### src/rtl/acumulador_multicanal.sv
// rtl/acumulador_multicanal.sv - two-stage multi-channel accumulator with wrap or saturation
//
// Purpose:
//   N_CH independent NB_ACC-bit accumulators sharing one two-stage pipeline.
//   Stage 1 registers the request and the full-width operand sum S.
//   Stage 2 reads, modifies and writes the addressed accumulator in the same
//   cycle, so consecutive operations on one channel see each other's results
//   with no stalls. Results appear exactly two cycles after i_valid.
//
// Ports:
//   i_clk        clock, rising-edge
//   i_rst        synchronous active-high reset
//   i_valid      request strobe qualifying i_ch, i_sel, i_data1, i_data2
//   i_ch         target channel
//   i_sel        00 accumulate, 01 decrement, 10 load, 11 clear
//   i_data1/2    unsigned operands, summed into S
//   o_valid      one-cycle result strobe
//   o_ch         channel of the reported result (held while o_valid low)
//   o_data       post-operation accumulator value (held while o_valid low)
//   o_overflow   carry/borrow of the reported operation
//   o_ovf_flags  per-channel sticky overflow flags

module acumulador_multicanal #(
    parameter int  NB_DATA  = 3,
    parameter int  NB_ACC   = 2 * NB_DATA,
    parameter int  N_CH     = 4,
    parameter int  SAT_MODE = 0,
    localparam int NB_CH    = $clog2(N_CH)
) (
    input  logic               i_clk,
    input  logic               i_rst,
    input  logic               i_valid,
    input  logic [NB_CH-1:0]   i_ch,
    input  logic [1:0]         i_sel,
    input  logic [NB_DATA-1:0] i_data1,
    input  logic [NB_DATA-1:0] i_data2,
    output logic               o_valid,
    output logic [NB_CH-1:0]   o_ch,
    output logic [NB_ACC-1:0]  o_data,
    output logic               o_overflow,
    output logic [N_CH-1:0]    o_ovf_flags
);

    localparam int NB_SUM = NB_DATA + 1;

    typedef enum logic [1:0] {
        OP_ACC  = 2'b00,
        OP_DEC  = 2'b01,
        OP_LOAD = 2'b10,
        OP_CLR  = 2'b11
    } op_e;

    // Stage 1 registers
    logic               s1_valid;
    logic [NB_CH-1:0]   s1_ch;
    op_e                s1_sel;
    logic [NB_SUM-1:0]  s1_sum;

    // Channel state
    logic [NB_ACC-1:0]  acc [N_CH];
    logic [N_CH-1:0]    ovf_flags;

    // Stage 2 combinational datapath
    logic [NB_ACC-1:0]  acc_cur;
    logic [NB_ACC:0]    sum_ext;
    logic [NB_ACC:0]    add_res;
    logic [NB_ACC:0]    sub_res;
    logic [NB_ACC-1:0]  acc_next;
    logic               op_ovf;
    logic               clr_flag;

    always_ff @(posedge i_clk) begin
        if (i_rst) begin
            s1_valid <= 1'b0;
            s1_ch    <= '0;
            s1_sel   <= OP_ACC;
            s1_sum   <= '0;
        end else begin
            s1_valid <= i_valid;
            if (i_valid) begin
                s1_ch  <= i_ch;
                s1_sel <= op_e'(i_sel);
                s1_sum <= {1'b0, i_data1} + {1'b0, i_data2};
            end
        end
    end

    assign acc_cur = acc[s1_ch];
    assign sum_ext = {{(NB_ACC + 1 - NB_SUM){1'b0}}, s1_sum};
    assign add_res = {1'b0, acc_cur} + sum_ext;
    // Both operands are below 2^NB_ACC, so the extra MSB of the difference is the borrow.
    assign sub_res = {1'b0, acc_cur} - sum_ext;

    always_comb begin
        acc_next = acc_cur;
        op_ovf   = 1'b0;
        clr_flag = 1'b0;
        case (s1_sel)
            OP_ACC: begin
                op_ovf   = add_res[NB_ACC];
                acc_next = (SAT_MODE != 0 && op_ovf) ? {NB_ACC{1'b1}} : add_res[NB_ACC-1:0];
            end
            OP_DEC: begin
                op_ovf   = sub_res[NB_ACC];
                acc_next = (SAT_MODE != 0 && op_ovf) ? {NB_ACC{1'b0}} : sub_res[NB_ACC-1:0];
            end
            OP_LOAD: begin
                acc_next = sum_ext[NB_ACC-1:0];
            end
            OP_CLR: begin
                acc_next = '0;
                clr_flag = 1'b1;
            end
            default: begin
                acc_next = acc_cur;
            end
        endcase
    end

    always_ff @(posedge i_clk) begin
        if (i_rst) begin
            for (int i = 0; i < N_CH; i++) begin
                acc[i] <= '0;
            end
            ovf_flags  <= '0;
            o_valid    <= 1'b0;
            o_ch       <= '0;
            o_data     <= '0;
            o_overflow <= 1'b0;
        end else begin
            o_valid    <= s1_valid;
            o_overflow <= s1_valid & op_ovf;
            if (s1_valid) begin
                acc[s1_ch] <= acc_next;
                o_ch       <= s1_ch;
                o_data     <= acc_next;
                if (clr_flag) begin
                    ovf_flags[s1_ch] <= 1'b0;
                end else if (op_ovf) begin
                    ovf_flags[s1_ch] <= 1'b1;
                end
            end
        end
    end

    assign o_ovf_flags = ovf_flags;

endmodule
### config.mk
export PLATFORM = sky130hd
export DESIGN_NAME = acumulador_multicanal
export DESIGN_NICKNAME = d
export VERILOG_FILES = /design/src/rtl/acumulador_multicanal.sv
export SDC_FILE = /design/constraint.sdc
export NUM_CORES = 1
export LEC_CHECK = 0
export BUFFER_PORTS_ARGS = -buffer_cell sky130_fd_sc_hd__buf_4
export CORE_MARGIN = 1.5
export CORE_UTILIZATION = 50
export CTS_CLUSTER_DIAMETER = 30
export DETAILED_ROUTE_END_ITERATION = 7
export GPL_ROUTABILITY_DRIVEN = 1
export PLACE_DENSITY = 0.7
export SYNTH_ARGS = -nofsm -noshare
export SYNTH_HDL_FRONTEND = slang
export SYNTH_SLANG_ARGS = --single-unit
### constraint.sdc
create_clock -name i_clk -period 3.25 [get_ports i_clk]
set_clock_uncertainty 0.1 [all_clocks]
set_input_delay 0.4875 -clock i_clk [delete_from_list [all_inputs] [get_ports i_clk]]
set_output_delay 0.4875 -clock i_clk [all_outputs]
set_load 0.02 [all_outputs]
## Word level (Yosys, flattened, before mapping)

Memories as Yosys holds them, arrays and structs flattened. A register that Yosys moved wholly into a read port is not among the register bits.
Index checks and enable logic that the tools add are counted.

| word-level totals | value |
|---|---|
| flip-flop bits (word level) | 23 |
| memory bits (writable) | 24 |
| input bits | 13 |
| output and inout port bits | 14 |
| word-level logic and storage cells | 44 |
| memories | 1 |

Memories:

| name | depth | width | read ports | clocked after Yosys merged registers in | write ports | line | RTL |
|---|---|---|---|---|---|---|---|
| acc | 4 | 6 | 1 | 1 | 4 | 60 | `logic [NB_ACC-1:0] acc [N_CH];` |

| cells by class | value |
|---|---|
| add/subtract/negate cells | 3 |
| order comparisons | 2 |
| equality and inequality tests | 3 |
| mux-type cells | 17 |
| bitwise gates (word level) | 4 |
| reductions and logical operators | 5 |

Operators with widths:

| operator | number |
|---|---|
| $pmux W6 S4 | 1 |
| $mux W1 | 8 |
| $mux W4 | 2 |
| $add A6 B4 Y7 | 1 |
| $sub A6 B4 Y7 | 1 |
| $mux W2 | 3 |
| $mux W6 | 1 |
| $reduce_or A6 Y1 | 1 |
| $add A3 B3 Y4 | 1 |
| $and A4 B4 Y4 | 1 |
| $eq A2 B2 Y1 const B | 2 |
| $not A4 Y4 | 1 |
| $or A4 B4 Y4 | 1 |
| $lt A2 B3 Y1 const B | 1 |
| $demux W1 S2 | 1 |
| $eq A2 B1 Y1 const B | 1 |
| $ge A2 B1 Y1 const B | 1 |
| $logic_not A2 Y1 | 1 |
| $pmux W1 S2 | 1 |
| $reduce_and A2 Y1 | 1 |
| $reduce_bool A2 Y1 | 1 |
| $and A1 B1 Y1 | 1 |
| $logic_and A1 B1 Y1 | 1 |

## Logic depth before layout (Yosys ltp)

| logic depth | value |
|---|---|
| word-level depth | 7 |
| gate-level depth with buffers | 10 |
| depth with buffers taken out | 9 |

## Worst setup path before layout

No wires, ideal clock.

| timing | value |
|---|---|
| kind | reg-to-reg |
| start | register with a tool-made name |
| end | memory acc[0][4] (netlist bit) (data pin) |
| library setup time | 176 ps |
| data arrival time | 2,647 ps |
| data required time | 2,974 ps |
| slack | 327 ps |
| cell stages (with the launch flop) | 10 |
| path buffers | 1 |
| clock period less this slack | 2,923 ps |
| path through | dfxtp_1 buf_6 mux4_1 ha_1 fa_1 nor2b_1 o21a_1 or3_1 and3_2 nor4_1 |

RTL lines:

| item | line |
|---|---|
| end, declared | 60 |

==> metrics.md <==
| Metric | Value |
|---|---|
| Routed len/inst | `17.68 microns` |
| Final instance area | `2890 sq um` |
| Dpl cells | `323` |
| GRT Residual Overflow | `0` |
| Die span in x | `74.13 microns` |
| Compound-Gate Fraction of Synth Area | `14.00%` |
| Fin crit period | `3.140 ns` |
| WP data arrival | `3.17 ns` |
| Via count | `1915` |
| CTS tree | `built` |
| Post-Synth XOR/XNOR Area | `0.6924%` |
| Largest family of logic cells by synthesized area | `simple AND/OR/NAND/NOR gates` |
| Synth top cells by count | `37 x nor2_1, 25 x dfxtp_1, 24 x edfxtp_1` |
| Global placer's final weighted congestion | `0.8853` |
| Worst skew pair latency | `0.30 ns` |
| Post-synth top area share | `28.49%` |
| Pin count of the biggest net entering global routing | `28` |
| # rows | `25` |
| Yosys top cell by area | `edfxtp_1` |
| Max Clk Rate | `318.4 MHz` |
| Syn-to-layout area delta | `14.24%` |
| Max Slew Vio Count | `0` |
| Die ar. | `5495 sq um` |
| Count leader, synth | `nor2_1` |
| First-pass GRT wire length | `9453 microns` |
| DRT iter0 DRCs | `117` |
| Final Power | `1.346 mW` |
| Cts hold-fix bufs | `0` |
| Primary FF master, synth | `dfxtp_1` |
| Dpl hpwl | `4170 microns` |
| Maximum vdd drop | `0.2153 mV` |
| # nets final | `290` |
| Fill count | `407` |
| Final hold vios | `0` |
| Max-slew headroom | `62.07%` |
| CP endpoint kind | `register` |
| Hold WC Path Type | `in -> reg` |
| Pwr per Cell Area | `465.8 nW/um^2` |
| Starting Density | `52.86%` |
| Drt via density | `5.785` |
| CP Max Fanout | `5` |
| Ports | `27` |
| Status | `completed` |
| Lkg Pwr | `1.168 nW` |
| Post-DP Area | `2794 sq um` |
| Worst Tran Pin Value | `0.5682 ns` |
| Clock Sinks | `49` |
| Syn_nets | `264` |
| Synth unique cells | `42` |
| Port Buffers | `26` |
| Mean post-synth cell area | `10.67 sq um` |
| Area contributors post-synth | `edfxtp_1 28%, dfxtp_1 20%, nor2_1 5.5%, ha_1 5.4%, mux4_1 4.2%` |
| Mapped Area | `2530 sq um` |
| CP startpoint kind | `register` |
| Worst hold start | `i_sel[0]` |
| Max-cap viol count | `0` |
| Final wirelength | `5851 microns` |
| H-tree Lvls | `2` |
| Post-synthesis mux area share | `9.941%` |
| Adder-Cell Fraction of Synth Area | `7.814%` |
| FF/Latch Area | `1221 sq um` |
| Post-synth EDFFs | `24` |
| Tot GR Track Use | `23.85%` |
| WP data required | `3.28 ns` |
| Period Utilization, post-route | `96.62%` |
| Initial antenna violation count | `0` |
| Antenna viol nets, final | `0` |
| Num CTS Buffers | `5` |
| Die Height | `74.13 microns` |
| Core Box Area | `4786 sq um` |
| Multi-input logic area | `1214 sq um` |
| Synth Area in Simple Gates | `15.13%` |
| Crit path kind | `reg -> reg` |
| DRT Pass-1 Iters | `4` |
| Fin cells | `331` |
| Ratio of cells with drive above 1 in the final layout | `18.56%` |
| Synth warn | `0` |
| Cells after Synth | `237` |
| Ant. Diodes | `0` |
| Clock-pin slew on the worst setup and hold paths | `0.09 ns` |
| Sequential share of the synthesized area | `48.27%` |
| Maximum buffer depth of the clock tree | `2` |
| Vias in the first global route | `1850` |
| Root Driver | `clkbuf_8` |
| Synthesized flop and latch total | `49` |
| DRC errors left | `0` |
| Ys async rst share | `0%` |
| Endpoints failing setup | `0` |
## metal layers
layer	global-route usage, %	vias to the layer above	share of wire, %
met5	0	-	0
met4	11.32	0	2.2
met3	3.388	12	5.6
met2	37.50	64	46
met1	32.60	921	46
li1	-	918	-
## worst paths after layout
| path | end | slack, ns | cells past startpoint |
|---|---|---|---|
| worst max-delay path | acc[0][4] | 0.11 | 8 |
| worst max register to register | acc[0][4] | 0.11 | 8 |
| worst min-delay path | s1_sel[0] | 0.32 | 3 |
| worst min register to register | o_data[5] | 0.38 | 2 |
## layout make-up
type	instances	share of cell area [%]
clock inverters	1	0.2165
flip-flops and latches	49	42.25
clock buffers	7	2.771
repair buffers	31	8.052
multi-input cells	162	41.99
well taps	67	2.900
inverters	14	1.818
## logic make-up after synthesis
kind of cell             after synthesis
XOR/XNOR                               2
buffers and inverters                 26
multiplexers                          16
AO/OA/AOI/OAI                         52
adder cells (fa/ha/maj)               14
AND/OR/NAND/NOR                       78
flip-flops                            49
## worst max-delay path: stages, from the launching register on
cell	delay, ns
dfxtp_1	0.42
mux4_1	0.62
ha_1	0.24
fa_1	0.38
nor2b_1	0.14
o21a_1	0.18
or3_1	0.34
and3_2	0.27
nor4_1	0.27
## where the power goes
group / switching, mW / total [mW] / internal [mW] / leakage, nW
Sequential: 0.0273 / 0.707 / 0.680 / 0.455
Clock: 0.201 / 0.363 / 0.162 / 0.0462
Combinational: 0.161 / 0.276 / 0.115 / 0.667
Total: 0.389 / 1.35 / 0.957 / 1.17
## stage by stage
stage / TNS [ns] / hold slack (ns) / setup slack (ns) / util [%]
after detailed placement: 0 / 0.3614 / 0.1616 / 58.38
final: 0 / 0.3200 / 0.1098 / 60.39
after global placement: 0 / 0.3657 / 0.2496 / 58.38
after floorplan: 0 / 0.3899 / 0.3272 / -
after CTS: 0 / 0.3187 / 0.1445 / 60.18
after global routing: -0.04650 / 0.3267 / -0.04650 / 60.39
## timing repair
| item | 4_1_cts | 5_1_grt |
|---|---|---|
| setup endpoints to repair | 0 | 2 |
| resized for setup | 0 | 2 |
| buffers inserted | 0 | 0 |
## cells in the final DEF (no fill, tap or decap), types with 2 or more instances in the layout
cell type and n:
a211oi_1 6, a21o_1 2, a21oi_1 13, a22o_1 3, a311oi_1 2, a31oi_1 6
and2_1 2, and3_1 2, buf_4 31, clkbuf_8 5, dfxtp_1 25, edfxtp_1 24
fa_1 3, ha_1 11, inv_1 14, mux2i_1 9, mux4_1 4, mux4_2 2
nand2_1 6, nand2b_1 7, nor2_1 37, nor2b_1 7, nor3_1 5, nor4_1 5
o21a_1 6, o21ai_0 6, or3_1 2
No activity file was read; power rests on OpenSTA's default activity.
